File: src/rtl/alu_trace_recorder.sv
// Snoops the mips_alu operand/result bus and buffers 105-bit trace records in a circular FIFO.
// Optional build macro ALU_TRACE_CHECK_EN adds a reference ALU model that flags mismatching records.

module alu_trace_recorder #(
    parameter int DEPTH        = 16,
    parameter bit STOP_ON_FULL = 1'b1
) (
    input  logic                     clk,
    input  logic                     reset,
    input  logic                     start,
    input  logic                     stop,
    input  logic                     cap_valid,
    input  logic [2:0]               F,
    input  logic [31:0]              A,
    input  logic [31:0]              B,
    input  logic [31:0]              Y,
    input  logic                     Z,
    output logic                     rd_valid,
    input  logic                     rd_ready,
    output logic [104:0]             rd_data,
    output logic [$clog2(DEPTH):0]   count,
    output logic                     full,
    output logic                     empty,
    output logic                     capturing,
    output logic [15:0]              drop_count,
    output logic [15:0]              mismatch_count
);

    // state      | meaning
    // ST_IDLE    | after reset, nothing captured, reads still allowed
    // ST_CAPTURE | valid ALU transactions are recorded into the buffer
    // ST_DONE    | capture ended by stop or by a full buffer; host drains

    localparam int AW = $clog2(DEPTH);
    localparam int CW = AW + 1;

    typedef enum logic [1:0] {
        ST_IDLE    = 2'd0,
        ST_CAPTURE = 2'd1,
        ST_DONE    = 2'd2
    } state_t;

    state_t          state;
    logic [AW-1:0]   wr_ptr;
    logic [AW-1:0]   rd_ptr;
    logic [CW-1:0]   count_q;
    logic [15:0]     drop_q;
    logic [104:0]    mem [DEPTH];

    logic            rd_fire;
    logic            wr_req;
    logic            wr_fire;
    logic            drop_evt;
    logic            chk_fail;
    logic            fills_up;
    logic [104:0]    wr_record;

    assign full      = (count_q == CW'(DEPTH));
    assign empty     = (count_q == '0);
    assign rd_valid  = !empty;
    assign rd_data   = mem[rd_ptr];
    assign count     = count_q;
    assign drop_count = drop_q;

    // A start edge flushes the buffer, so neither port may move on that cycle.
    assign rd_fire   = rd_valid && rd_ready && !start;
    assign wr_req    = (state == ST_CAPTURE) && cap_valid && !stop && !start;
    assign wr_fire   = wr_req && (!full || rd_fire);
    assign drop_evt  = wr_req && !wr_fire && !STOP_ON_FULL;
    assign fills_up  = wr_fire && !rd_fire && (count_q == CW'(DEPTH - 1));

    assign wr_record = {chk_fail, 1'b0, F, A, B, Y, 3'b000, Z};

`ifdef ALU_TRACE_CHECK_EN
    logic [31:0] diff;
    logic [31:0] exp_y;
    logic        exp_z;
    logic [15:0] mismatch_q;

    assign diff = A - B;

    always_comb begin
        exp_y = '0;
        case (F)
            3'b000:  exp_y = A & B;
            3'b001:  exp_y = A | B;
            3'b010:  exp_y = A + B;
            3'b011:  exp_y = '0;
            3'b100:  exp_y = A & ~B;
            3'b101:  exp_y = A | ~B;
            3'b110:  exp_y = diff;
            default: exp_y = {31'd0, diff[31]};
        endcase
    end

    assign exp_z    = (exp_y == '0);
    assign chk_fail = (exp_y != Y) || (exp_z != Z);

    // Only records that actually land in the buffer are counted.
    always_ff @(posedge clk) begin
        if (reset || start) begin
            mismatch_q <= '0;
        end else if (wr_fire && chk_fail && (mismatch_q != 16'hFFFF)) begin
            mismatch_q <= mismatch_q + 16'd1;
        end
    end

    assign mismatch_count = mismatch_q;
`else
    assign chk_fail       = 1'b0;
    assign mismatch_count = '0;
`endif

    always_ff @(posedge clk) begin
        if (wr_fire) begin
            mem[wr_ptr] <= wr_record;
        end
    end

    always_ff @(posedge clk) begin
        if (reset) begin
            state     <= ST_IDLE;
            capturing <= 1'b0;
            wr_ptr    <= '0;
            rd_ptr    <= '0;
            count_q   <= '0;
            drop_q    <= '0;
        end else if (start) begin
            state     <= ST_CAPTURE;
            capturing <= 1'b1;
            wr_ptr    <= '0;
            rd_ptr    <= '0;
            count_q   <= '0;
            drop_q    <= '0;
        end else begin
            if (wr_fire) begin
                wr_ptr <= wr_ptr + AW'(1);
            end
            if (rd_fire) begin
                rd_ptr <= rd_ptr + AW'(1);
            end

            case ({wr_fire, rd_fire})
                2'b10:   count_q <= count_q + CW'(1);
                2'b01:   count_q <= count_q - CW'(1);
                default: count_q <= count_q;
            endcase

            if (drop_evt && (drop_q != 16'hFFFF)) begin
                drop_q <= drop_q + 16'd1;
            end

            case (state)
                ST_CAPTURE: begin
                    if (stop || (STOP_ON_FULL && fills_up)) begin
                        state     <= ST_DONE;
                        capturing <= 1'b0;
                    end
                end
                ST_IDLE, ST_DONE: begin
                    capturing <= 1'b0;
                end
                default: begin
                    state     <= ST_IDLE;
                    capturing <= 1'b0;
                end
            endcase
        end
    end

endmodule
File: config.mk
export PLATFORM = sky130hd
export DESIGN_NAME = alu_trace_recorder
export DESIGN_NICKNAME = d
export VERILOG_FILES = /design/src/rtl/alu_trace_recorder.sv
export SDC_FILE = /design/constraint.sdc
export NUM_CORES = 1
export LEC_CHECK = 0
export CORE_MARGIN = 2
export CORE_UTILIZATION = 50
export CTS_BUF_LIST = sky130_fd_sc_hd__clkbuf_16
export DETAILED_ROUTE_END_ITERATION = 7
export PLACE_DENSITY = 0.68
export SLEW_MARGIN = 20
export SYNTH_ARGS = -nofsm -noshare
export SYNTH_HDL_FRONTEND = slang
export SYNTH_SLANG_ARGS = --single-unit
File: constraint.sdc
create_clock -name clk -period 14.9 [get_ports clk]
set_input_delay 2.98 -clock clk [delete_from_list [all_inputs] [get_ports clk]]
set_output_delay 2.98 -clock clk [all_outputs]
set_load 0.05 [all_outputs]
==> impl_metrics.prom <==
# TYPE chip_impl_metric gauge
chip_impl_metric{name="syn_warnings",unit=""} 0
chip_impl_metric{name="fmax",unit="MHz"} 123
chip_impl_metric{name="post_synthesis_cells",unit=""} 2381
chip_impl_metric{name="worst_ep_required_time",unit="ns"} 11.92
chip_impl_metric{name="cts_buffer_count",unit=""} 162
chip_impl_metric{name="height_of_the_chip",unit="µm"} 355
chip_impl_metric{name="design_area",unit="µm²"} 70500
chip_impl_metric{name="initial_antenna_violation_count",unit=""} 20
chip_impl_metric{name="cts.reportedPaths.clkPinSlew",unit="ns"} 0.06
chip_impl_info{name="critPathSlowestCell",value="sky130_fd_sc_hd__buf_4"} 1
chip_impl_info{name="ys_dominant_reg_cell",value="sky130_fd_sc_hd__edfxtp_1"} 1
chip_impl_metric{name="synthDistinctLibCells",unit=""} 34
chip_impl_metric{name="slew_headroom",unit="%"} 24.1
chip_impl_info{name="synth_top_area_cell",value="sky130_fd_sc_hd__edfxtp_1"} 1
chip_impl_metric{name="placement_rows",unit=""} 128
chip_impl_metric{name="number_of_global_route_vias_before_repair",unit=""} 28200
chip_impl_metric{name="post-place-cells",unit=""} 4152
chip_impl_metric{name="synth-edff-count",unit=""} 1600
chip_impl_metric{name="postSynthAreaPerCell",unit="µm²"} 25.8
chip_impl_metric{name="final_cell_count_no_fill",unit=""} 4449
chip_impl_metric{name="filler_cell_count",unit=""} 8455
chip_impl_info{name="layout_commonest_cell",value="sky130_fd_sc_hd__edfxtp_1"} 1
chip_impl_info{name="setup.worst_path.start_class",value="register"} 1
chip_impl_metric{name="first_iter_violations",unit=""} 2740
chip_impl_metric{name="synth_area",unit="µm²"} 61500
chip_impl_metric{name="leakagePower",unit="nW"} 21.2
chip_impl_info{name="worst_hold_path_type",value="register to register"} 1
chip_impl_metric{name="cts_max_path_buffers",unit=""} 3
chip_impl_metric{name="via_per_inst",unit=""} 6.04
chip_impl_info{name="rsz_0062_raised_after_global_routing",value="false"} 1
chip_impl_metric{name="max_cap_violations",unit=""} 0
chip_impl_metric{name="wire_per_inst",unit="µm"} 30.0
chip_impl_metric{name="critical_path_arrival",unit="ns"} 5.12
chip_impl_metric{name="drive_gt1_share",unit="%"} 28.3
chip_impl_metric{name="place_area",unit="µm²"} 65300
chip_impl_metric{name="setup_total_negative_slack",unit="ns"} 0
chip_impl_metric{name="nets",unit=""} 2807
chip_impl_metric{name="detail_route.first_pass.iterations",unit=""} 7
chip_impl_metric{name="route.final.wire_length",unit="µm"} 133000
chip_impl_metric{name="floorplan.die.width",unit="µm"} 355
chip_impl_metric{name="post-route-min-period",unit="ns"} 8.10
chip_impl_metric{name="gp_congestion",unit=""} 0.723
chip_impl_metric{name="ys_seq_area_share",unit="%"} 78.8
chip_impl_metric{name="synth.top_cell.area_share",unit="%"} 78.1
chip_impl_info{name="netlist_top_cells_area",value="sky130_fd_sc_hd__edfxtp_1 78%, sky130_fd_sc_hd__mux4_2 18%, sky130_fd_sc_hd__buf_6 0.82%"} 1
chip_impl_metric{name="max_stage_delay",unit="ns"} 0.99
chip_impl_info{name="tritoncts",value="built"} 1
chip_impl_metric{name="hold_buffers",unit=""} 0
chip_impl_info{name="cts.root.buffer_cell",value="sky130_fd_sc_hd__clkbuf_16"} 1
chip_impl_metric{name="start_util",unit="%"} 50.4
chip_impl_metric{name="grt_max_degree",unit=""} 111
chip_impl_info{name="critical_path.cell_chain",value="buf_4 -> buf_4 -> mux4_2 -> mux4_2 -> clkdlybuf4s50_1"} 1
chip_impl_metric{name="drcViolationCount",unit=""} 0
chip_impl_metric{name="finalHoldViolCount",unit=""} 0
chip_impl_info{name="status",value="finished, final reports clean"} 1
chip_impl_metric{name="vias",unit=""} 26900
chip_impl_metric{name="max_slew.worst_pin.slew",unit="ns"} 1.13
chip_impl_metric{name="cts.repair.resized",unit=""} 0
chip_impl_metric{name="grt_use_total",unit="%"} 21.4
chip_impl_metric{name="critical_path.max_fanout",unit=""} 77
chip_impl_metric{name="ant_nets",unit=""} 0
chip_impl_metric{name="coreArea",unit="µm²"} 122000
chip_impl_metric{name="fin_worst_skew",unit="ns"} 0.0199
chip_impl_metric{name="wire_length_of_the_first_global_routing_pass",unit="µm"} 193000
chip_impl_info{name="commonest_cells_after_routing_fill_and_taps_aside",value="1600 x sky130_fd_sc_hd__edfxtp_1, 500 x sky130_fd_sc_hd__mux4_2, 214 x sky130_fd_sc_hd__clkdlybuf4s50_1, 167 x sky130_fd_sc_hd__clkbuf_16, 46 x sky130_fd_sc_hd__buf_4"} 1
chip_impl_metric{name="power.ir.vdd_worst",unit="µV"} 120
chip_impl_info{name="setup.worst_path.class",value="register to output port"} 1
chip_impl_metric{name="htreeDepth",unit=""} 4
chip_impl_metric{name="ys_seq_elements",unit=""} 1620
chip_impl_metric{name="final.period_utilization",unit="%"} 54.4
chip_impl_metric{name="async_flop_share",unit="%"} 0
chip_impl_metric{name="clock_insertion_delay_worst_skew",unit="ns"} 0.75
chip_impl_metric{name="area.growth.synth_to_final",unit="%"} 14.6
chip_impl_metric{name="globalRouteOverflowTotal",unit=""} 0
chip_impl_metric{name="die_area",unit="µm²"} 126000
chip_impl_metric{name="post-cts-setup-buffer-count",unit=""} 0
chip_impl_metric{name="path_buf_inv",unit=""} 3
chip_impl_metric{name="place.detailed.hpwl",unit="µm"} 65100
chip_impl_metric{name="design.portCount",unit=""} 252
chip_impl_info{name="worstSetupEndpointType",value="output port"} 1
chip_impl_metric{name="number_of_sinks_driven_by_the_clock_tree",unit=""} 1620
chip_impl_metric{name="power_per_cell_area",unit="nW/µm²"} 129
chip_impl_metric{name="final-max-slew-violation-count",unit=""} 0
chip_impl_metric{name="total_power",unit="mW"} 9.06
chip_impl_info{name="crit_family",value="buffers and inverters"} 1
chip_impl_metric{name="fin_worst_hold_slack",unit="ns"} 0.502
chip_impl_metric{name="finalSetupViolations",unit=""} 0
chip_impl_metric{name="port_buffers",unit=""} 214
-- path summary, 6_finish.rpt --
kind            start  slack (ns)          end  cells after the start
min          state[1]        0.50     state[1]                      2
max          register        6.80  rd_data[56]                      5
max reg2reg  state[1]       10.70   mem[3][92]                      5
min reg2reg  state[1]        0.50     state[1]                      2
-- report_power, final --
part / leakage (nW) / total [mW] / switching (mW) / internal, mW
registers: 14.5 / 5.01 / 0.00129 / 5.01
logic: 4.04 / 0.142 / 0.102 / 0.0398
clock network: 2.67 / 3.91 / 1.66 / 2.26
total: 21.2 / 9.06 / 1.76 / 7.30
-- cells by family (layout without fill, tap and decap cells) --
logic type / Yosys count / count (layout) / share of synthesized area (%)
AO/OA/AOI/OAI: 16 / 16 / 0.183
other: 1 / 38 / 0.00610
AND/OR/NAND/NOR: 62 / 62 / 0.503
adder cells (fa/ha/maj): 9 / 9 / 0.195
buffers and inverters: 158 / 564 / 1.75
multiplexers: 506 / 506 / 18.4
flip-flops: 1620 / 1620 / 78.8
XOR/XNOR: 9 / 9 / 0.128
-- flip-flops by register name (all words and copies together) (netlist names), named ones only --
register	count
mem	1600
count	5
rd_ptr	4
wr_ptr	4
state	2
capturing	1
-- cell type report --
cell class | count | area [µm²] | area share [%]
timing repair buffer | 265 | 2590 | 3.67
multi-input combinational | 639 | 12200 | 17.3
tap | 1625 | 2030 | 2.89
antenna | 1 | 2.50 | 0.00355
inverter | 4 | 15.0 | 0.0213
sequential | 1620 | 48500 | 68.8
clock buffer | 167 | 4180 | 5.93
clock inverter | 128 | 972 | 1.38
-- through the flow --
step                      setup slack [ns]  utilization, %
final                                 6.80            57.8
after global routing                  6.45            57.8
after CTS                             6.14            57.8
after detailed placement              6.97            53.6
after global placement                7.02            53.6
after floorplan                       3.45               -
-- cells in the mapped netlist, types with 3 or more instances --
cell type	number
sky130_fd_sc_hd__a21oi_1	10
sky130_fd_sc_hd__buf_1	8
sky130_fd_sc_hd__buf_2	4
sky130_fd_sc_hd__buf_4	38
sky130_fd_sc_hd__buf_6	45
sky130_fd_sc_hd__clkbuf_1	59
sky130_fd_sc_hd__dfxtp_1	20
sky130_fd_sc_hd__edfxtp_1	1600
sky130_fd_sc_hd__ha_1	8
sky130_fd_sc_hd__inv_1	4
sky130_fd_sc_hd__mux2i_1	5
sky130_fd_sc_hd__mux4_2	500
sky130_fd_sc_hd__nand2_1	11
sky130_fd_sc_hd__nand2b_1	5
sky130_fd_sc_hd__nand4_1	3
sky130_fd_sc_hd__nor2_1	29
sky130_fd_sc_hd__nor3_1	6
sky130_fd_sc_hd__xnor2_1	3
sky130_fd_sc_hd__xor2_1	6
-- routing by layer --
layer | routed length (µm) | vias up | global-route usage (%) | part of all wire [%]
met5 | 191 | - | 0 | 0.14
met4 | 2150 | 32 | 5.05 | 1.6
met3 | 10500 | 205 | 4.94 | 7.9
met2 | 67300 | 1059 | 35.0 | 50
met1 | 53300 | 14600 | 29.7 | 40
li1 | - | 11000 | - | -
-- worst min-delay path, delay by kind of cell (launching register included) --
family,cells,cell delay [ns]
flip-flops,1,0.32
AND/OR/NAND/NOR,1,0.07
AO/OA/AOI/OAI,1,0.07
(Power assumes the default switching activity.)
